===== src/rtl/hangman_pkg.sv =====
// Shared types and ASCII constants for the wireless hangman receiver.
package hangman_pkg;

    typedef logic [7:0] byte_t;

    localparam byte_t ASCII_A_UP  = 8'h41;
    localparam byte_t ASCII_Z_UP  = 8'h5A;
    localparam byte_t ASCII_A_LO  = 8'h61;
    localparam byte_t ASCII_Z_LO  = 8'h7A;
    localparam byte_t CASE_OFFSET = 8'h20;

    function automatic logic is_upper(input byte_t b);
        return (b >= ASCII_A_UP) && (b <= ASCII_Z_UP);
    endfunction

    function automatic logic is_lower(input byte_t b);
        return (b >= ASCII_A_LO) && (b <= ASCII_Z_LO);
    endfunction

endpackage


===== src/rtl/guess_buffer_if.sv =====
// Byte-in / guess-out signal bundle between UART Rx, guess_buffer and game controller.
interface guess_buffer_if;
    import hangman_pkg::*;

    logic  ready;
    byte_t Rx_byte;
    logic  game_rdy;
    byte_t guess;
    logic  guess_valid;
    logic  empty;
    logic  full;
    logic  dropped;

    modport master (
        output ready, Rx_byte, game_rdy,
        input  guess, guess_valid, empty, full, dropped
    );

    modport slave (
        input  ready, Rx_byte, game_rdy,
        output guess, guess_valid, empty, full, dropped
    );

endinterface


===== src/rtl/guess_fifo.sv =====
// Parameterised synchronous byte FIFO; a write is allowed when full if a read happens in the same cycle.
module guess_fifo
    import hangman_pkg::*;
#(
    parameter int DEPTH = 4
) (
    input  logic  clk,
    input  logic  rst,
    input  logic  wr_en,
    input  byte_t wr_data,
    input  logic  rd_en,
    output byte_t rd_data,
    output logic  empty,
    output logic  full
);

    localparam int PTR_W = $clog2(DEPTH);
    localparam int CNT_W = PTR_W + 1;

    byte_t            mem [DEPTH];
    logic [PTR_W-1:0] wr_ptr;
    logic [PTR_W-1:0] rd_ptr;
    logic [CNT_W-1:0] count;

    assign rd_data = mem[rd_ptr];
    assign empty   = (count == '0);
    assign full    = (count == CNT_W'(DEPTH));

    always_ff @(posedge clk) begin
        if (rst) begin
            wr_ptr <= '0;
            rd_ptr <= '0;
            count  <= '0;
        end else begin
            if (wr_en) begin
                wr_ptr <= wr_ptr + 1'b1;
            end
            if (rd_en) begin
                rd_ptr <= rd_ptr + 1'b1;
            end
            case ({wr_en, rd_en})
                2'b10:   count <= count + 1'b1;
                2'b01:   count <= count - 1'b1;
                default: count <= count;
            endcase
        end
    end

    // Storage needs no reset; contents are unreachable until rewritten.
    always_ff @(posedge clk) begin
        if (wr_en) begin
            mem[wr_ptr] <= wr_data;
        end
    end

endmodule


===== src/rtl/guess_buffer.sv =====
// Queues UART bytes and releases them one per game_rdy rising edge.
// Define GUESS_BUFFER_FILTER_EN to accept letters only, folded to uppercase.
module guess_buffer
    import hangman_pkg::*;
#(
    parameter int DEPTH = 4
) (
    input  logic           clk,
    input  logic           rst,
    guess_buffer_if.slave  bus
);

    logic  ready_q;
    logic  game_rdy_q;
    logic  push_req;
    logic  pop_req;
    logic  accept;
    byte_t store_byte;
    logic  fifo_empty;
    logic  fifo_full;
    byte_t fifo_rd_data;
    logic  do_push;
    logic  do_pop;

    assign push_req = bus.ready & ~ready_q;
    assign pop_req  = bus.game_rdy & ~game_rdy_q;

`ifdef GUESS_BUFFER_FILTER_EN
    always_comb begin
        accept     = 1'b0;
        store_byte = bus.Rx_byte;
        if (is_upper(bus.Rx_byte)) begin
            accept = 1'b1;
        end else if (is_lower(bus.Rx_byte)) begin
            accept     = 1'b1;
            store_byte = bus.Rx_byte - CASE_OFFSET;
        end
    end
`else
    assign accept     = 1'b1;
    assign store_byte = bus.Rx_byte;
`endif

    // Pop is decided on pre-write occupancy, so an empty FIFO never bypasses.
    assign do_pop  = pop_req & ~fifo_empty;
    assign do_push = push_req & accept & (~fifo_full | do_pop);

    guess_fifo #(.DEPTH(DEPTH)) u_fifo (
        .clk     (clk),
        .rst     (rst),
        .wr_en   (do_push),
        .wr_data (store_byte),
        .rd_en   (do_pop),
        .rd_data (fifo_rd_data),
        .empty   (fifo_empty),
        .full    (fifo_full)
    );

    assign bus.empty = fifo_empty;
    assign bus.full  = fifo_full;

    always_ff @(posedge clk) begin
        if (rst) begin
            ready_q         <= 1'b0;
            game_rdy_q      <= 1'b0;
            bus.guess       <= '0;
            bus.guess_valid <= 1'b0;
            bus.dropped     <= 1'b0;
        end else begin
            ready_q         <= bus.ready;
            game_rdy_q      <= bus.game_rdy;
            bus.guess_valid <= do_pop;
            bus.dropped     <= push_req & ~do_push;
            if (do_pop) begin
                bus.guess <= fifo_rd_data;
            end
        end
    end

endmodule


===== src/flat_wrapper.sv =====
// flat-port wrapper written by rule: the top's interface ports become plain ports
module guess_buffer_flat import hangman_pkg::*;
#(
    parameter int DEPTH = 4
)
  (clk, rst, bus_ready, bus_Rx_byte, bus_game_rdy, bus_guess, bus_guess_valid, bus_empty, bus_full, bus_dropped);
  guess_buffer_if bus_i ();
  input  logic clk;
  input  logic rst;
  input wire logic [$bits(bus_i.ready)-1:0] bus_ready;
  input wire logic [$bits(bus_i.Rx_byte)-1:0] bus_Rx_byte;
  input wire logic [$bits(bus_i.game_rdy)-1:0] bus_game_rdy;
  output wire logic [$bits(bus_i.guess)-1:0] bus_guess;
  output wire logic [$bits(bus_i.guess_valid)-1:0] bus_guess_valid;
  output wire logic [$bits(bus_i.empty)-1:0] bus_empty;
  output wire logic [$bits(bus_i.full)-1:0] bus_full;
  output wire logic [$bits(bus_i.dropped)-1:0] bus_dropped;
  assign bus_i.ready = bus_ready;
  assign bus_i.Rx_byte = bus_Rx_byte;
  assign bus_i.game_rdy = bus_game_rdy;
  assign bus_guess = bus_i.guess;
  assign bus_guess_valid = bus_i.guess_valid;
  assign bus_empty = bus_i.empty;
  assign bus_full = bus_i.full;
  assign bus_dropped = bus_i.dropped;
  guess_buffer #(.DEPTH(DEPTH)) u_core (.clk(clk), .rst(rst), .bus(bus_i));
endmodule

===== config.mk =====
export PLATFORM = sky130hd
export DESIGN_NAME = guess_buffer_flat
export DESIGN_NICKNAME = d
export VERILOG_FILES = /design/src/rtl/hangman_pkg.sv /design/src/rtl/guess_buffer_if.sv /design/src/rtl/guess_fifo.sv /design/src/rtl/guess_buffer.sv /design/src/flat_wrapper.sv
export SDC_FILE = /design/constraint.sdc
export NUM_CORES = 1
export LEC_CHECK = 0
export ABC_AREA = 1
export CORE_MARGIN = 2
export CORE_UTILIZATION = 49
export CTS_CLUSTER_DIAMETER = 60
export DETAILED_ROUTE_END_ITERATION = 16
export PLACE_DENSITY = 0.74
export REMOVE_ABC_BUFFERS = 1
export SLEW_MARGIN = 10
export SYNTH_ARGS = -nofsm -noshare
export SYNTH_HDL_FRONTEND = slang
export SYNTH_HIERARCHICAL = 1
export SYNTH_SLANG_ARGS = --single-unit

===== constraint.sdc =====
create_clock -name clk -period 2 [get_ports clk]
set_input_delay 0.3 -clock clk [delete_from_list [all_inputs] [get_ports clk]]
set_output_delay 0.3 -clock clk [all_outputs]
set_load 0.03 [all_outputs]

### Yosys cells after proc, flatten, opt, wreduce, memory -nomap -nowiden

Memories as Yosys holds them, arrays and structs flattened. A register that Yosys moved wholly into a read port is not among the register bits.
Index checks and enable logic that the tools add are counted.

* output and inout bits: 12
* logic and storage cells: 31
* memories kept: 1
* register bits: 11
* input bits: 12
* bits in writable memories: 32

Memory list
* u_core.u_fifo.mem: words 4, bits a word 8, read ports 1, clocked after Yosys merged registers in 1, write ports 1, RTL line guess_fifo.sv:20 `byte_t mem [DEPTH];`

* add/sub/neg operators: 4
* reduce and logical (&&, ||, !) cells: 2
* mux-type cells: 3
* bitwise gates (word level): 11
* eq/ne operators: 3

Operator list (count)
* $pmux W3 S2: 1
* $and A1 B1 Y1: 5
* $not A1 Y1: 5
* $add A2 B1 Y2 const B: 2
* $add A3 B1 Y3 const B: 1
* $eq A3 B3 Y1 const B: 1
* $logic_not A3 Y1: 1
* $sub A3 B1 Y3 const B: 1
* $eq A2 B1 Y1 const B: 1
* $eq A2 B2 Y1 const B: 1
* $mux W1: 2
* $reduce_bool A2 Y1: 1
* $or A1 B1 Y1: 1

### Longest topological paths before layout

* word-level depth: 7
* mapped depth: 15
* mapped depth without buffers: 14

### Cells and area by module

The synthesis kept the hierarchy.

Modules (own cells, without submodules)
* guess_fifo: area each 1637.8 µm², cells each 134, instances 1, sequential area each 1141.1 µm²
* guess_buffer: area each 478.0 µm², cells each 70, instances 1, sequential area each 240.2 µm²

### Worst setup path before layout

OpenSTA, ideal clock, no wires.

* path type: register to register
* from: register u_core.u_fifo.count[1]
* to: register u_core.u_fifo.count[2]
* data arrival time: 2596 ps
* setup time: 110 ps
* clock period less this slack: 2706 ps
* path buffers: 1
* cell stages (with the launch flop): 16
* slack: -706 ps
* required time: 1890 ps
* path through: dfxtp_1 -> nor3_1 -> inv_1 -> nand3_2 -> buf_4 -> a21oi_1 -> inv_1 -> ha_1 -> inv_1 -> fa_1 -> inv_1 -> nand2_1 -> nand3_1 -> nand2_1 -> inv_1 -> nor2_1

* cells in the longest elaborated chain, start to end: 7
* elaborated cells between the ends (all ways): 13
* classes of those cells: 2 x add/sub; 3 x eq/ne; 1 x mux; 5 x bitwise; 2 x reduce/logical

Ends and longest elaborated chain
* from (decl): RTL line guess_fifo.sv:23 `logic [CNT_W-1:0] count;`
* from (signal assigned): RTL line guess_fifo.sv:42 `2'b10: count <= count + 1'b1;`
* from (signal assigned): RTL line guess_fifo.sv:43 `2'b01: count <= count - 1'b1;`
* from (signal assigned): RTL line guess_fifo.sv:44 `default: count <= count;`
* $logic_not A3 Y1 *: RTL line guess_fifo.sv:26 `assign empty = (count == '0);`
* via bus_empty: RTL line flat_wrapper.sv:15 `output wire logic [$bits(bus_i.empty)-1:0] bus_empty;`
* $not A1 Y1 *: RTL line guess_buffer.sv:45 `assign do_pop = pop_req & ~fifo_empty;`
* $and A1 B1 Y1 *: RTL line guess_buffer.sv:45
* $or A1 B1 Y1 *: RTL line guess_buffer.sv:46 `assign do_push = push_req & accept & (~fifo_full | do_pop);`
* $and A1 B1 Y1 *: RTL line guess_buffer.sv:46
* via u_core.do_push: RTL line guess_buffer.sv:22 `logic do_push;`
* $eq A2 B1 Y1 or $eq A2 B2 Y1 (tied branches): RTL line guess_fifo.sv:41 `case ({wr_en, rd_en})`
* $pmux W3 S2 or $reduce_bool A2 Y1 (tied branches)

Mark *: on every way through the listed nets, which the timed path passes. The rest lies on a longest branch.
A chain may end at the register's enable or synchronous reset.

### Final worst setup path

* from: register u_core.u_fifo.count[2]
* to: register u_core.u_fifo.count[2]

* cells in the longest elaborated chain, start to end: 7
* elaborated cells between the ends (all ways): 13
* classes of those cells: 2 x add/sub; 3 x eq/ne; 1 x mux; 5 x bitwise; 2 x reduce/logical

Ends and longest elaborated chain (RTL line)
* $logic_not A3 Y1: guess_fifo.sv:26
* $not A1 Y1: guess_buffer.sv:45
* $and A1 B1 Y1: guess_buffer.sv:45
* $or A1 B1 Y1 *: guess_buffer.sv:46
* $and A1 B1 Y1 *: guess_buffer.sv:46
* via u_core.do_push: guess_buffer.sv:22
* $eq A2 B1 Y1 or $eq A2 B2 Y1 (tied branches): guess_fifo.sv:41
* $pmux W3 S2 or $reduce_bool A2 Y1 (tied branches)

Marked as above.

==> metrics.txt <==
pwr dens around 1000 nW/um2; Pre-antenna DRT Iters 4; share of cells above drive strength 1 0.1529; Max VDD drop around 0.55 mV; hold crit path type reg -> reg; library cells used by synthesis 20; period utilization 0.9204; total CTS buffers 5; CTS sink cnt 53; Hold Crit Start u_core/u_fifo/rd_ptr[1]; clock latency on the worst-skew pair 310 ps; Final HPWL DP 2470 um; outcome finished clean; # DRC 0; Comb power frac 0.254; synthesized instance count 204; final WL between 3000 and 4000 um; FF/Latch Area between 1000 and 1500 um2; Int Pwr ~1.8 mW; final setup vio count 0; clock slew at reported path FFs approximately 100 ps; Bufs and invs on worst path 5; DR vias approximately 1.4k; Slew headroom 0.7725; H-tree levels 2; GRT Total Usage 0.1540; clk buf depth 2; Syn Std Cell Area 2116 um2; Setup CP Type reg -> reg; pre-CTS WS -81.07 ps; Max Slew Vio Count 0; pin count of the biggest net entering global routing 19; fill count 334; full die area between 4000 and 5000 um2; port bufs 23; CTS tree built; root buf cell clkbuf_8; drt via density between 4 and 5; Max Cap Viol 0; Clock Power Share 0.236; setup tns final 0 ps; critical path capture point type flop; IO Count 24; ANT nets after route 0; vias in the first global route roughly 1.3k; CP required between 2000 and 2500 ps; CP top delay family adder cells; die width about 70 um; area taken by multi-input logic gates just over 600 um2; GP Congestion about 0.74; sequential fraction of design power 0.510; die span in y 69.71 um; slowest stage cell, crit path fa_2; Critical Path Source Type flop; grt total ovfl 0; # rows 23; Tmin final roughly 1800 ps; Synthesis Warnings 6; syn avg cell area 10.37 um2; initial core utilization 0.5178; initial antenna violation count 0; crit-path cells nor3_2, inv_1, nand3_2, a21oi_2, inv_1, ha_4, inv_2, fa_2, inv_2, nand2_2, nand3_1, nand2_1, inv_1, nor2_1; Hold-fix buffers, CTS 0; Leakage approximately 1.1 nW; Psw approximately 0.81 mW; WL per Instance roughly 13 um; post-synthesis register bit count between 50 and 60; final net count about 260; Reg-to-Reg Start u_core/u_fifo/count[2]; 1st-iter DRT viols 96; crit path max fanout 3; Worst Setup SP u_core/u_fifo/count[2]; total core area between 4000 and 5000 um2; Area Growth Syn to Fin 21.82%; Slew @ Worst Pin about 340 ps; final hold violation count 0; first-pass GRT wire length 5761 um; clock skew between 15 and 20 ps; Seq/Total Area, Yosys 0.6529; Net Sw Frac 0.3137; ant diodes 0; Fmax achieved 543.3 MHz; Crit path largest cell delay about 370 ps; most frequent cell on the critical path inv_1; WP data arrival roughly 2000 ps; final worst setup slack 159.3 ps
==> layout by cell type, fill, tap and decap left out, types with 4 or more instances in the layout <==
cell	netlist	routed
o21ai_0	18	18
nor2_1	37	37
clkbuf_8	0	5
inv_1	31	29
edfxtp_1	32	32
o22ai_1	8	8
nand2_1	27	25
inv_2	2	4
clkdlybuf4s50_1	0	22
a21oi_1	6	5
ha_1	5	4
dfxtp_1	21	19
buf_4	1	11
==> synth_stat cells <==
master / n / area [um2]
nor2_1: 37 / 138.9
o21ai_0: 18 / 90.09
ha_1: 5 / 62.56
o22ai_1: 8 / 50.05
buf_6: 3 / 33.78
o21ai_2: 2 / 17.52
fa_1: 1 / 20.02
buf_4: 1 / 7.510
inv_1: 31 / 116.4
nand4_1: 1 / 6.260
nand3_1: 2 / 10.01
edfxtp_1: 32 / 960.9
o21ai_1: 2 / 10.01
dfxtp_1: 21 / 420.4
nor2_2: 2 / 12.51
nor3_1: 2 / 10.01
a21oi_1: 6 / 30.03
inv_2: 2 / 7.510
nand2_1: 27 / 101.4
nand3_2: 1 / 10.01
==> metal layers <==
| layer | track usage | routed length, um |
|---|---|---|
| met1 | 0.1998 | 1657 |
| met4 | 0.07051 | 55 |
| met2 | 0.2436 | 1868 |
| met5 | 0 | 0 |
| met3 | 0.03924 | 94 |
==> timing repair <==
action / in CTS / in global routing
pin swaps: 0 / 4
gates resized for setup: 1 / 12
endpoints found under the setup margin: 1 / 2
buffers inserted: 0 / 1
==> per-stage QoR <==
stage               std cells    util  cell area (um2)  hold slack [ps]  power, mW
floorplan                 200       -             2074            371.2      1.719
global placement          283  0.5977             2442            428.1      1.952
detailed placement        283  0.5977             2442            433.0      1.966
CTS                       291  0.6200             2534            443.9      2.575
global route              292  0.6307             2577            494.9      2.736
finish                    292  0.6307             2577            447.9      2.591
==> power groups by stage <==
| stage | Combinational, mW | Clock, mW | Sequential, mW |
|---|---|---|---|
| 6_report | 0.657 | 0.612 | 1.32 |
| 4_1_cts | 0.628 | 0.631 | 1.32 |
| 2_1_floorplan | 0.310 | 0 | 1.41 |
| 3_3_place_gp | 0.614 | 0 | 1.34 |
| 5_1_grt | 0.720 | 0.680 | 1.34 |
| 3_5_place_dp | 0.626 | 0 | 1.34 |
==> cell type report <==
class,count,area share
well taps,50,0.02427
clock buffers,5,0.02670
inverters,33,0.04806
repair buffers,34,0.1209
clock inverters,3,0.009223
multi-input cells,114,0.2340
flip-flops and latches,53,0.5369
==> registers in the layout, summed over array words and instances, names as in the netlist, named ones only <==
register / flops
u_core/bus.dropped: 1
u_core/bus.guess: 8
u_core/bus.guess_valid: 1
u_core/game_rdy_q: 1
u_core/ready_q: 1
u_core/u_fifo/count: 3
u_core/u_fifo/mem: 32
u_core/u_fifo/rd_ptr: 2
u_core/u_fifo/wr_ptr: 2
==> final timing paths <==
kind / cells past startpoint / slack, ps / to
min: 1 / 450 / flop
min reg2reg: 1 / 450 / flop
max: 14 / 160 / u_core/u_fifo/count[2]
max reg2reg: 14 / 160 / u_core/u_fifo/count[2]
==> kinds of logic (layout without fill, tap and decap cells) <==
logic type	after synthesis	in the layout	share of synthesized area
AND/OR/NAND/NOR	72	72	0.1366
flip-flops	53	53	0.6529
adder cells (fa/ha/maj)	6	6	0.03903
buffers and inverters	37	75	0.07806
AO/OA/AOI/OAI	36	36	0.09344
Power figures use the tool's default switching activity.
